File: src/rtl/riscv_pkg.sv
// Shared decode types and constants for the decode/issue stage.
package riscv_pkg;

  localparam logic [6:0] OPC_R      = 7'h33;
  localparam logic [6:0] OPC_I      = 7'h13;
  localparam logic [6:0] OPC_LOAD   = 7'h03;
  localparam logic [6:0] OPC_STORE  = 7'h23;
  localparam logic [6:0] OPC_BRANCH = 7'h63;
  localparam logic [6:0] OPC_LUI    = 7'h37;
  localparam logic [6:0] OPC_AUIPC  = 7'h17;
  localparam logic [6:0] OPC_JAL    = 7'h6F;
  localparam logic [6:0] OPC_JALR   = 7'h67;

  typedef enum logic [2:0] {IMM_I, IMM_S, IMM_B, IMM_U, IMM_J} imm_sel_e;
  typedef enum logic [1:0] {OP1_RS1, OP1_PC, OP1_ZERO} op1_sel_e;
  typedef enum logic [1:0] {OP2_RS2, OP2_IMM, OP2_SHAMT} op2_sel_e;

  // Width-independent control part of the issued bundle.
  typedef struct packed {
    logic [6:0] opcode;
    logic [2:0] func3;
    logic       func7_5;
    logic [4:0] rd;
    logic       rf_we;
    logic       illegal;
  } issue_ctrl_t;

  // Canonical NOP (addi x0,x0,0) control word.
  localparam issue_ctrl_t CTRL_NOP = '{opcode: OPC_I, func3: 3'd0, func7_5: 1'b0,
                                       rd: 5'd0, rf_we: 1'b0, illegal: 1'b0};

endpackage

File: src/rtl/imm_gen.sv
// Immediate generator: builds the sign-extended immediate for the selected format.
module imm_gen
  import riscv_pkg::*;
#(
  parameter int unsigned DW = 32
) (
  input  logic [31:7]   instr_i,
  input  imm_sel_e      imm_sel_i,
  output logic [DW-1:0] imm_c
);

  logic [31:0] imm32;

  // Format-specific bit scatter, then sign-extend to the datapath width.
  always_comb begin
    imm32 = '0;
    unique case (imm_sel_i)
      IMM_I:   imm32 = {{20{instr_i[31]}}, instr_i[31:20]};
      IMM_S:   imm32 = {{20{instr_i[31]}}, instr_i[31:25], instr_i[11:7]};
      IMM_B:   imm32 = {{19{instr_i[31]}}, instr_i[31], instr_i[7], instr_i[30:25],
                        instr_i[11:8], 1'b0};
      IMM_U:   imm32 = {instr_i[31:12], 12'h000};
      IMM_J:   imm32 = {{11{instr_i[31]}}, instr_i[31], instr_i[19:12], instr_i[20],
                        instr_i[30:21], 1'b0};
      default: imm32 = '0;
    endcase
    imm_c = DW'($signed(imm32));
  end

endmodule

File: src/rtl/decode_issue_stage.sv
// Decode/issue stage: decodes one instruction, selects ALU operands and holds
// the result in a stallable, flushable ID/EX register.
module decode_issue_stage
  import riscv_pkg::*;
#(
  parameter int unsigned DW = 32
) (
  input  logic          clk,
  input  logic          rst_n,
  input  logic          in_valid_i,
  output logic          in_ready_o,
  input  logic [31:0]   instr_i,
  input  logic [DW-1:0] pc_i,
  input  logic [DW-1:0] rs1_data_i,
  input  logic [DW-1:0] rs2_data_i,
  output logic [4:0]    rs1_addr_o,
  output logic [4:0]    rs2_addr_o,
  input  logic          flush_i,
  output logic          out_valid_o,
  input  logic          out_ready_i,
  output logic [6:0]    opcode_o,
  output logic [2:0]    func3_o,
  output logic          func7_5_o,
  output logic [DW-1:0] alu_operand_1_o,
  output logic [DW-1:0] alu_operand_2_o,
  output logic [DW-1:0] cmp_a_o,
  output logic [DW-1:0] cmp_b_o,
  output logic [DW-1:0] imm_o,
  output logic [4:0]    rd_o,
  output logic          rf_we_o,
  output logic          illegal_o
);

  logic          valid_q, valid_d;
  issue_ctrl_t   ctrl_q, ctrl_d, ctrl_dec;
  logic [DW-1:0] op1_q, op1_d, op1_dec;
  logic [DW-1:0] op2_q, op2_d, op2_dec;
  logic [DW-1:0] cmp_a_q, cmp_a_d;
  logic [DW-1:0] cmp_b_q, cmp_b_d;
  logic [DW-1:0] imm_q, imm_d, imm_dec;
  logic [DW-1:0] imm_raw;
  imm_sel_e      imm_sel;
  op1_sel_e      op1_sel;
  op2_sel_e      op2_sel;
  logic          has_imm;
  logic          writes_rd;
  logic          accept;

  assign rs1_addr_o = instr_i[19:15];
  assign rs2_addr_o = instr_i[24:20];
  assign in_ready_o = !valid_q || out_ready_i;
  assign accept     = in_valid_i && in_ready_o;

  imm_gen #(.DW(DW)) u_imm_gen (
    .instr_i   (instr_i[31:7]),
    .imm_sel_i (imm_sel),
    .imm_c     (imm_raw)
  );

  // Opcode decode into operand selects, immediate format and control flags.
  always_comb begin
    imm_sel   = IMM_I;
    op1_sel   = OP1_ZERO;
    op2_sel   = OP2_IMM;
    has_imm   = 1'b0;
    writes_rd = 1'b0;
    ctrl_dec  = '{opcode: instr_i[6:0], func3: instr_i[14:12], func7_5: 1'b0,
                  rd: instr_i[11:7], rf_we: 1'b0, illegal: 1'b0};
    unique case (instr_i[6:0])
      OPC_R: begin
        op1_sel = OP1_RS1; op2_sel = OP2_RS2; writes_rd = 1'b1;
        ctrl_dec.func7_5 = instr_i[30];
      end
      OPC_I: begin
        op1_sel = OP1_RS1; has_imm = 1'b1; writes_rd = 1'b1;
        // Shift-immediates carry func7 in imm[11:5]; only shamt feeds the ALU.
        if (instr_i[13:12] == 2'b01) op2_sel = OP2_SHAMT;
        ctrl_dec.func7_5 = (instr_i[14:12] == 3'b101) && instr_i[30];
      end
      OPC_LOAD, OPC_JALR: begin
        op1_sel = OP1_RS1; has_imm = 1'b1; writes_rd = 1'b1;
      end
      OPC_STORE: begin
        op1_sel = OP1_RS1; imm_sel = IMM_S; has_imm = 1'b1;
      end
      OPC_BRANCH: begin
        op1_sel = OP1_PC; imm_sel = IMM_B; has_imm = 1'b1;
      end
      OPC_LUI: begin
        imm_sel = IMM_U; has_imm = 1'b1; writes_rd = 1'b1;
      end
      OPC_AUIPC: begin
        op1_sel = OP1_PC; imm_sel = IMM_U; has_imm = 1'b1; writes_rd = 1'b1;
      end
      OPC_JAL: begin
        op1_sel = OP1_PC; imm_sel = IMM_J; has_imm = 1'b1; writes_rd = 1'b1;
      end
      default: ctrl_dec.illegal = 1'b1;
    endcase
    ctrl_dec.rf_we = writes_rd && (instr_i[11:7] != 5'd0);
    // R-type and unsupported opcodes carry no immediate; report zero.
    imm_dec = has_imm ? imm_raw : '0;
    unique case (op1_sel)
      OP1_RS1: op1_dec = rs1_data_i;
      OP1_PC:  op1_dec = pc_i;
      default: op1_dec = '0;
    endcase
    unique case (op2_sel)
      OP2_RS2:   op2_dec = rs2_data_i;
      OP2_SHAMT: op2_dec = DW'(instr_i[24:20]);
      default:   op2_dec = imm_dec;
    endcase
  end

  // Pipeline register next state: flush beats accept, accept beats drain.
  always_comb begin
    valid_d = valid_q;
    ctrl_d  = ctrl_q;
    op1_d   = op1_q;
    op2_d   = op2_q;
    cmp_a_d = cmp_a_q;
    cmp_b_d = cmp_b_q;
    imm_d   = imm_q;
    if (flush_i) begin
      valid_d = 1'b0;
    end else if (accept) begin
      valid_d = 1'b1;
      ctrl_d  = ctrl_dec;
      op1_d   = op1_dec;
      op2_d   = op2_dec;
      cmp_a_d = rs1_data_i;
      cmp_b_d = rs2_data_i;
      imm_d   = imm_dec;
    end else if (out_ready_i) begin
      valid_d = 1'b0;
    end
  end

  // ID/EX register with synchronous reset to an invalid NOP bundle.
  always_ff @(posedge clk) begin
    if (!rst_n) begin
      valid_q <= 1'b0;
      ctrl_q  <= CTRL_NOP;
      op1_q   <= '0;
      op2_q   <= '0;
      cmp_a_q <= '0;
      cmp_b_q <= '0;
      imm_q   <= '0;
    end else begin
      valid_q <= valid_d;
      ctrl_q  <= ctrl_d;
      op1_q   <= op1_d;
      op2_q   <= op2_d;
      cmp_a_q <= cmp_a_d;
      cmp_b_q <= cmp_b_d;
      imm_q   <= imm_d;
    end
  end

  assign out_valid_o     = valid_q;
  assign opcode_o        = ctrl_q.opcode;
  assign func3_o         = ctrl_q.func3;
  assign func7_5_o       = ctrl_q.func7_5;
  assign rd_o            = ctrl_q.rd;
  assign rf_we_o         = ctrl_q.rf_we;
  assign illegal_o       = ctrl_q.illegal;
  assign alu_operand_1_o = op1_q;
  assign alu_operand_2_o = op2_q;
  assign cmp_a_o         = cmp_a_q;
  assign cmp_b_o         = cmp_b_q;
  assign imm_o           = imm_q;

endmodule

File: config.mk
export PLATFORM = sky130hd
export DESIGN_NAME = decode_issue_stage
export DESIGN_NICKNAME = d
export VERILOG_FILES = /design/src/rtl/riscv_pkg.sv /design/src/rtl/imm_gen.sv /design/src/rtl/decode_issue_stage.sv
export SDC_FILE = /design/constraint.sdc
export NUM_CORES = 1
export LEC_CHECK = 0
export BUFFER_PORTS_ARGS = -buffer_cell sky130_fd_sc_hd__buf_2
export CAP_MARGIN = 10
export CORE_UTILIZATION = 43
export CTS_CLUSTER_SIZE = 25
export DETAILED_ROUTE_END_ITERATION = 16
export GPL_TIMING_DRIVEN = 0
export PLACE_DENSITY = 0.81
export SLEW_MARGIN = 20
export SYNTH_ARGS = -nofsm -noshare
export SYNTH_HDL_FRONTEND = slang
export SYNTH_SLANG_ARGS = --single-unit
File: constraint.sdc
create_clock -name clk -period 1.9 [get_ports clk]
set_input_delay 0.19 -clock clk [delete_from_list [all_inputs] [get_ports clk]]
set_output_delay 0.19 -clock clk [all_outputs]
set_load 0.05 [all_outputs]
Yosys cells after proc, flatten, opt, wreduce, memory -nomap -nowiden:

Cells that the tools add are included.

* equality and inequality tests: 17
* mux-type cells: 14
* bitwise logic cells: 2
* reduce and logical (&&, ||, !) cells: 18

Operators by type and width (count)
* $pmux W32 S5: 1
* $pmux W32 S2: 2
* $mux W32: 1
* $eq A7 B6 Y1 const B: 3
* $eq A7 B7 Y1 const B: 3
* $eq A7 B5 Y1 const B: 2
* $pmux W3 S4: 1
* $reduce_or A9 Y1: 1
* $pmux W2 S2: 2
* $reduce_or A8 Y1: 1
* $eq A7 B2 Y1 const B: 1
* $reduce_or A7 Y1: 1
* $eq A3 B2 Y1 const B: 2
* $eq A3 B3 Y1 const B: 2
* $mux W1: 5
* $reduce_bool A5 Y1: 1
* $reduce_or A5 Y1: 1
* $eq A2 B1 Y1 const B: 2
* $logic_not A2 Y1: 2
* $reduce_or A2 Y1: 2
* $eq A3 B1 Y1 const B: 1
* $logic_and A1 B1 Y1: 3
* $logic_not A3 Y1: 1
* $reduce_or A3 Y1: 1
* 8 further kinds: 9

* bits in registers: 179
* input bits: 133
* output and inout port bits: 190

Longest topological paths before layout:

Gate-level depths: netlist of the first run.

* word-level depth: 7
* mapped depth: 8
* mapped depth without buffers: 5

Modules after synthesis:

A second synthesis of the first run with hierarchy kept.

* cell total of the unflattened synthesis: 1036
* area, all modules: 8032.7 um^2

By module, submodules not included
* decode_issue_stage: times used 1, cells an instance 942, area each 7492.2 um^2, sequential area each 3583.4 um^2
* imm_gen: times used 1, cells an instance 94, area each 540.5 um^2, sequential area each 0.0 um^2

Worst setup path after synthesis of the first run:

OpenSTA, ideal clock, no wires.

* path kind: reg-to-reg
* from: register valid_q, in the netlist out_valid_o
* to: register ctrl_q, in the netlist opcode_o[5]
* library setup time: 0.070 ns
* arrival: 2.351 ns
* required time: 1.830 ns
* slack: -0.522 ns
* stages on the path, launching flop included: 9
* path buffers: 4
* period minus slack after synthesis: 2.422 ns
* cells stage by stage: dfxtp_1 -> nand2b_1 -> clkbuf_1 -> and2_1 -> buf_2 -> clkbuf_1 -> buf_1 -> nand2_1 -> a21oi_1

* word-level cells in the longest chain between the ends: 4

Ends and longest elaborated chain
* start: declaration: RTL line decode_issue_stage.sv:34 `logic valid_q, valid_d;`
* start signal: assignment: RTL line decode_issue_stage.sv:150 `valid_q <= valid_d;`
* $logic_not A1 Y1: RTL line decode_issue_stage.sv:51 `assign in_ready_o = !valid_q || out_ready_i;`
* $logic_or A1 B1 Y1: RTL line decode_issue_stage.sv:51
* via in_ready_o: RTL line decode_issue_stage.sv:11 `output logic in_ready_o,`
* $logic_and A1 B1 Y1: RTL line decode_issue_stage.sv:52 `assign accept = in_valid_i && in_ready_o;`
* $reduce_and A2 Y1 (no line)
* end signal: assignment: RTL line decode_issue_stage.sv:151 `ctrl_q <= ctrl_d;`
* end: declaration: RTL line decode_issue_stage.sv:35 `issue_ctrl_t ctrl_q, ctrl_d, ctrl_dec;`

The timed path passes the listed nets, and every way through them passes these cells.
A chain may end at the register's enable or synchronous reset.

Worst setup path in the final report of the first run:

* from: input instr_i[2]
* to: register op2_q[16], in the netlist alu_operand_2_o[16]

* word-level cells in the longest chain between the ends: 7

Ends and longest elaborated chain
* start: declaration: RTL line decode_issue_stage.sv:12 `input logic [31:0] instr_i,`
* $eq A7 B5 Y1 / $eq A7 B6 Y1 (equally long branches): RTL line decode_issue_stage.sv:69 `unique case (instr_i[6:0])`
* $reduce_or A2 Y1 (no line)
* $pmux W3 S4: RTL line decode_issue_stage.sv:69
* $eq A3 B3 Y1, or another cell as far along: RTL line imm_gen.sv:17 `unique case (imm_sel_i)`
* $pmux W32 S5: RTL line imm_gen.sv:17
* $mux W32: RTL line decode_issue_stage.sv:102 `imm_dec = has_imm ? imm_raw : '0;`
* $pmux W32 S2 *: RTL line decode_issue_stage.sv:108 `unique case (op2_sel)`
* end signal: assignment: RTL line decode_issue_stage.sv:153 `op2_q <= op2_d;`
* end: declaration: RTL line decode_issue_stage.sv:37 `logic [DW-1:0] op2_q, op2_d, op2_dec;`

Every way passes the cells marked *; elsewhere a longest branch is shown, timed or not.

==> results of run 1 <==
metrics by stage:
stage	utilization	TNS [ns]	total power, mW	hold slack (ns)
2_1_floorplan	-	0	5.03	0.255
4_1_cts	0.601	0	8.97	0.000721
5_1_grt	0.605	-0.181	9.25	0.00942
6_report	0.605	0	8.98	0.00546
3_5_place_dp	0.555	-83.03	5.55	0.365
3_3_place_gp	0.555	-76.77	5.53	0.357
registers in the layout, summed over array words and instances, names as in the netlist, 3 cells and up:
register         flops
imm_o               32
alu_operand_1_o     32
cmp_b_o             32
cmp_a_o             32
alu_operand_2_o     32
func3_o              3
opcode_o             7
rd_o                 5
power by group:
group	internal (mW)	switching [mW]	leakage [nW]
combinational	0.426	1.14	2.80
sequential	3.90	0.0710	1.46
clock	1.92	1.53	0.276
total	6.24	2.74	4.53
cells by family after synthesis:
logic type,share of synthesized area
AOI/OAI and AO/OA,0.261
buffers and inverters,0.0581
DFF,0.490
muxes,0.00137
and+or+nand+nor,0.190
worst max-delay path by stage:
stage                                  start                          endpoint  slack (ns)
floorplan           out_valid_o$_SDFFE_PP0P_          opcode_o[5]$_SDFFE_PN0P_       0.006
global placement                     flush_i          cmp_a_o[20]$_SDFFE_PN0P_       -0.89
detailed placement                in_valid_i          cmp_a_o[20]$_SDFFE_PN0P_       -0.91
CTS                 out_valid_o$_SDFFE_PP0P_   alu_operand_2_o[9]$_SDFFE_PN0P_       0.003
global route        out_valid_o$_SDFFE_PP0P_          opcode_o[3]$_SDFFE_PN0P_       -0.03
finish                            instr_i[2]  alu_operand_2_o[16]$_SDFFE_PN0P_        0.09
tightest hold or removal path, stage by stage:
cell and delay [ns]:
buf_2 0.11, nand2_1 0.05, a21oi_1 0.05
layer usage:
metal	vias up	global-route usage
li1	3889	-
met1	3880	0.356
met2	485	0.550
met3	91	0.0828
met4	2	0.188
met5	-	0
final cells by class:
type	count	area [um^2]
antenna	2	5.00
buffer	91	487
clock buffer	21	470
clock inverter	11	103
fill	1542	6550
inverter	7	26.3
multi-input combinational	632	3350
sequential	179	3580
tap	220	275
timing repair buffer	332	1730
repair_timing:
item / in CTS / in global routing
endpoints found under the setup margin: 170 / 126
gates resized for setup: 19 / 39
hold buffers: 14 / 0
endpoints found under the hold margin: 13 / 0
cells in the final DEF, fill, tap and decap left out, drive strengths merged, types with 8 or more instances in the layout:
master	n
clkbuf	85
dfxtp	179
nor2	58
nand2	191
a21o	8
a21oi	141
a22oi	13
a221oi	37
o21ai	59
a2bb2oi	14
dlygate4sd3	14
or3	18
inv	8
buf	345
nand3	15
==> impl_metrics.ini, run 1 <==
[outcome]
status = complete, no violations

[detailed_routing]
wl_met1_um = 10800
drc_errors = 0
ant_nets = 0
routed.top_layer = met5
drt_iter0_drc = 648
wire_per_inst_um = 19.2
wl_met3_um = 2610
drt_wl_total_um = 28700
via_per_inst = 5.58
via_count = 8347
dr_wl_met2_um = 13900
drtPass1Iterations = 5

[logic_synthesis]
synth_cell_types = 48
yosys-top-cells-area = dfxtp_1 49%, nand2_1 9.8%, a21oi_1 9.6%, a221oi_1 4.3%, o21ai_0 4.0%
synth_edf_count = 0
yosysTopAreaCellShare = 0.490
avgSynthCellArea_um2 = 8.05
netlist_area_mm2 = 0.00732
synth_warnings = 0
synthesis.nets = 1042
synthFlopType = dfxtp_1
syn_inst = 909
ys_top_cells_by_count = 191 x nand2_1, 179 x dfxtp_1, 141 x a21oi_1
ys_async_sr_fraction = 0
synth_seq_cells = 179
yosysSeqAreaShare = 0.490
synth_top_cell_by_area = dfxtp_1
synth.most_common_cell = nand2_1

[grt]
grt_pass1_vias = 8014
grt_max_degree = 17
grt_usage = 0.320
grt_overflow = 0
grt_pass1_wl_um = 42800
antenna_found_initial = 3

[run]
drv_cap = 0

[worst_setup_path]
cp_top_family = simple AND/OR/NAND/NOR gates
cp.depth = 8
slowest_delay_ns = 0.41
worstSetupPathType = input port to register
cpMostUsedCell = buf_2
startpoint_type = input port
path_max_fanout = 10
crit_chain = buf_2 -> buf_2 -> and2_1 -> nand2_1 -> nand3_1 -> clkbuf_1 -> a211oi_2 -> o21a_1
cp_slowest_cell = clkbuf_1
path_buf_inv = 3
cp.required_ns = 2.22
r2r_cells = 7
r2r-end = alu_operand_2_o[14]$_SDFFE_PN0P_
r2r_slack_ns = 0.09
end_kind = register
r2r-start = out_valid_o$_SDFFE_PP0P_
crit_arrival_ns = 2.14

[die]
die_area_mm2 = 0.0175
io-pin-count = 323
fp.dieW_um = 132
coreArea_mm2 = 0.0166
die_h_um = 132
row_count = 47
start_util = 0.441

[clock_tree]
htree_levels = 4
cts_buffer_depth = 2
cts_buffers = 17
cts_tree = yes
clkTransAtPathRegs_ns = 0.07
cts_num_sinks = 179
root_buffer = clkbuf_16
cts_setup_buffers = 0
clk_latency_ns = 0.43

[timing]
setup_slack_ns = 0.0851
hold_violations = 0
setup_viol = 0
fin_skew_ns = 0.00979
period_share = 0.955
rsz0062_at_grt = true
relSlewSlack = 0.486
slew_viol_final = 0
post-route-min-period_ns = 1.81
fmax_mhz = 551
tightestPinTransition_ns = 0.771

[place]
gp_congestion = 0.934
place_inst = 1447
portBuffers = 318
dp_slack_ns = -0.907
dp.final_hpwl_um = 21700
place_area_mm2 = 0.00921

[power]
power_density_mw_per_mm2 = 895
vdd_drop_max_v = 0.000604
p_leak_nw = 4.53

[layout]
area_growth_pct = 37.1
finalInstanceArea_mm2 = 0.0100
drive_gt1_frac = 0.324
final_nets = 1393
stdcell_count = 1495

[min_path]
hold_class = input port to register
hold_path_depth = 3
hp-start = rs1_data_i[31]
min_to = cmp_a_o[31]$_SDFFE_PN0P_
(Power assumes the default switching activity.)
==> run 2: changes to the inputs <==
Settings changed: CORE_MARGIN set to 2.
==> impl_metrics.ini, run 2 (same netlist as run 1, synthesis figures left out) <==
[timing]
post-route-min-period_ns = 1.80
fin_skew_ns = 0.00939
period_share = 0.946
setup_viol = 0
setup_slack_ns = 0.102
rsz0062_at_grt = false
slew_viol_final = 0
finalSetupTns_ns = 0
tightestPinTransition_ns = 0.757
fmax_mhz = 556
hold_violations = 0
relSlewSlack = 0.495
timing.hold.ws_ns = 0.00909

[worst_setup_path]
crit_start = instr_i[2]
end_kind = register
r2r-start = out_valid_o$_SDFFE_PP0P_
r2r-end = cmp_a_o[11]$_SDFFE_PN0P_
crit_end = alu_operand_2_o[14]$_SDFFE_PN0P_
cp.required_ns = 2.28
worstSetupPathType = input port to register
r2r_cells = 8
crit_arrival_ns = 2.18
path_max_fanout = 10
r2r_slack_ns = 0.13
startpoint_type = input port

[power]
swShare = 0.313
combinationalPowerShare = 0.173
p_clk_frac = 0.387
seq_power_share = 0.440
power_density_mw_per_mm2 = 900
p_int_mw = 6.20
p_switching_mw = 2.83
p_leak_nw = 4.54
vdd_drop_max_v = 0.000601

[layout]
post-route-util = 0.605
final_cell_mix = 330 x buf_2, 191 x nand2_1, 178 x dfxtp_1
drive_gt1_frac = 0.323
area_growth_pct = 37.1
stdcell_count = 1496
final_nets = 1395
layout_commonest_cell = buf_2

[min_path]
hold_class = input port to register
hold_path_depth = 3

[die]
fp.dieW_um = 134
io-pin-count = 323
die_h_um = 134
row_count = 47
coreArea_mm2 = 0.0166
start_util = 0.441
die_area_mm2 = 0.0181

[clock_tree]
cts_num_sinks = 179
cts_tree = yes
clkTransAtPathRegs_ns = 0.07
clk_latency_ns = 0.43
htree_levels = 4
root_buffer = clkbuf_16
cts_buffer_depth = 2
cts_buffers = 17

[grt]
antenna_found_initial = 2
met3_usage = 0.0741
grt_pass1_wl_um = 42800
grt_pass1_vias = 8021
grt_max_degree = 18
grt_use_met2 = 0.545
grt_overflow = 0
grt_util_met1 = 0.352
grt_usage = 0.308
grt.busiest_layer = met2

[place]
gp_congestion = 0.919
dp.final_hpwl_um = 21900
dp_slack_ns = -0.809
portBuffers = 318
place_inst = 1447

[run]
drv_cap = 0

[detailed_routing]
drtPass1Iterations = 5
ant_nets = 0
drt_wl_total_um = 28900
drc_errors = 0
via_per_inst = 5.56
drt_iter0_drc = 637
wire_per_inst_um = 19.3
via_count = 8311

[outcome]
status = complete, no violations
-- run 2: worst min path at each step --
stage | from | end | slack, ns
global placement | flush_i | out_valid_o$_SDFFE_PP0P_ | 0.36
finish | rs1_data_i[31] | cmp_a_o[31]$_SDFFE_PN0P_ | 0.009
CTS | rs1_data_i[10] | cmp_a_o[10]$_SDFFE_PN0P_ | 0.001
floorplan | flush_i | out_valid_o$_SDFFE_PP0P_ | 0.26
global route | pc_i[22] | alu_operand_1_o[22]$_SDFFE_PN0P_ | 0.008
detailed placement | flush_i | out_valid_o$_SDFFE_PP0P_ | 0.36
-- run 2: timing repair --
action | 4_1_cts | 5_1_grt
endpoints found under the hold margin | 12 | 0
hold buffers | 13 | 0
setup buffers | 0 | 3
gates resized for setup | 19 | 25
setup endpoints to repair | 165 | 160
-- run 2: power groups by stage --
stage | Sequential (mW) | Clock [mW] | Combinational (mW)
global route | 3.98 | 3.69 | 1.65
CTS | 3.96 | 3.52 | 1.54
global placement | 4.04 | 0 | 1.49
detailed placement | 4.05 | 0 | 1.51
finish | 3.97 | 3.50 | 1.56
floorplan | 4.54 | 0 | 0.487
-- run 2: through the flow --
step	power, mW	cell area [um^2]
after floorplan	5.03	7340
after global placement	5.54	9210
after detailed placement	5.56	9210
after CTS	9.03	9960
after global routing	9.31	10000
final	9.03	10000
-- run 2: area by class of cell --
class	count	area, um^2
diodes	1	2.50
plain buffers	91	477
clock buffers	18	439
clock inverters	14	141
fillers	1536	6550
inverters	7	26.3
multi-input cells	632	3340
flip-flops and latches	179	3580
well taps	220	275
repair buffers	334	1740
-- run 2: layer usage --
metal	part of all wire	wire length [um]
met1	0.39	11200
met2	0.49	14300
met3	0.081	2340
met4	0.037	1060
met5	0	0
-- run 2: critical path, stage by stage --
cell	delay [ns]
buf_2	0.10
buf_2	0.20
and2_1	0.25
and2_1	0.14
buf_2	0.24
buf_2	0.25
o21ai_0	0.15
a211oi_1	0.46
o21a_1	0.19
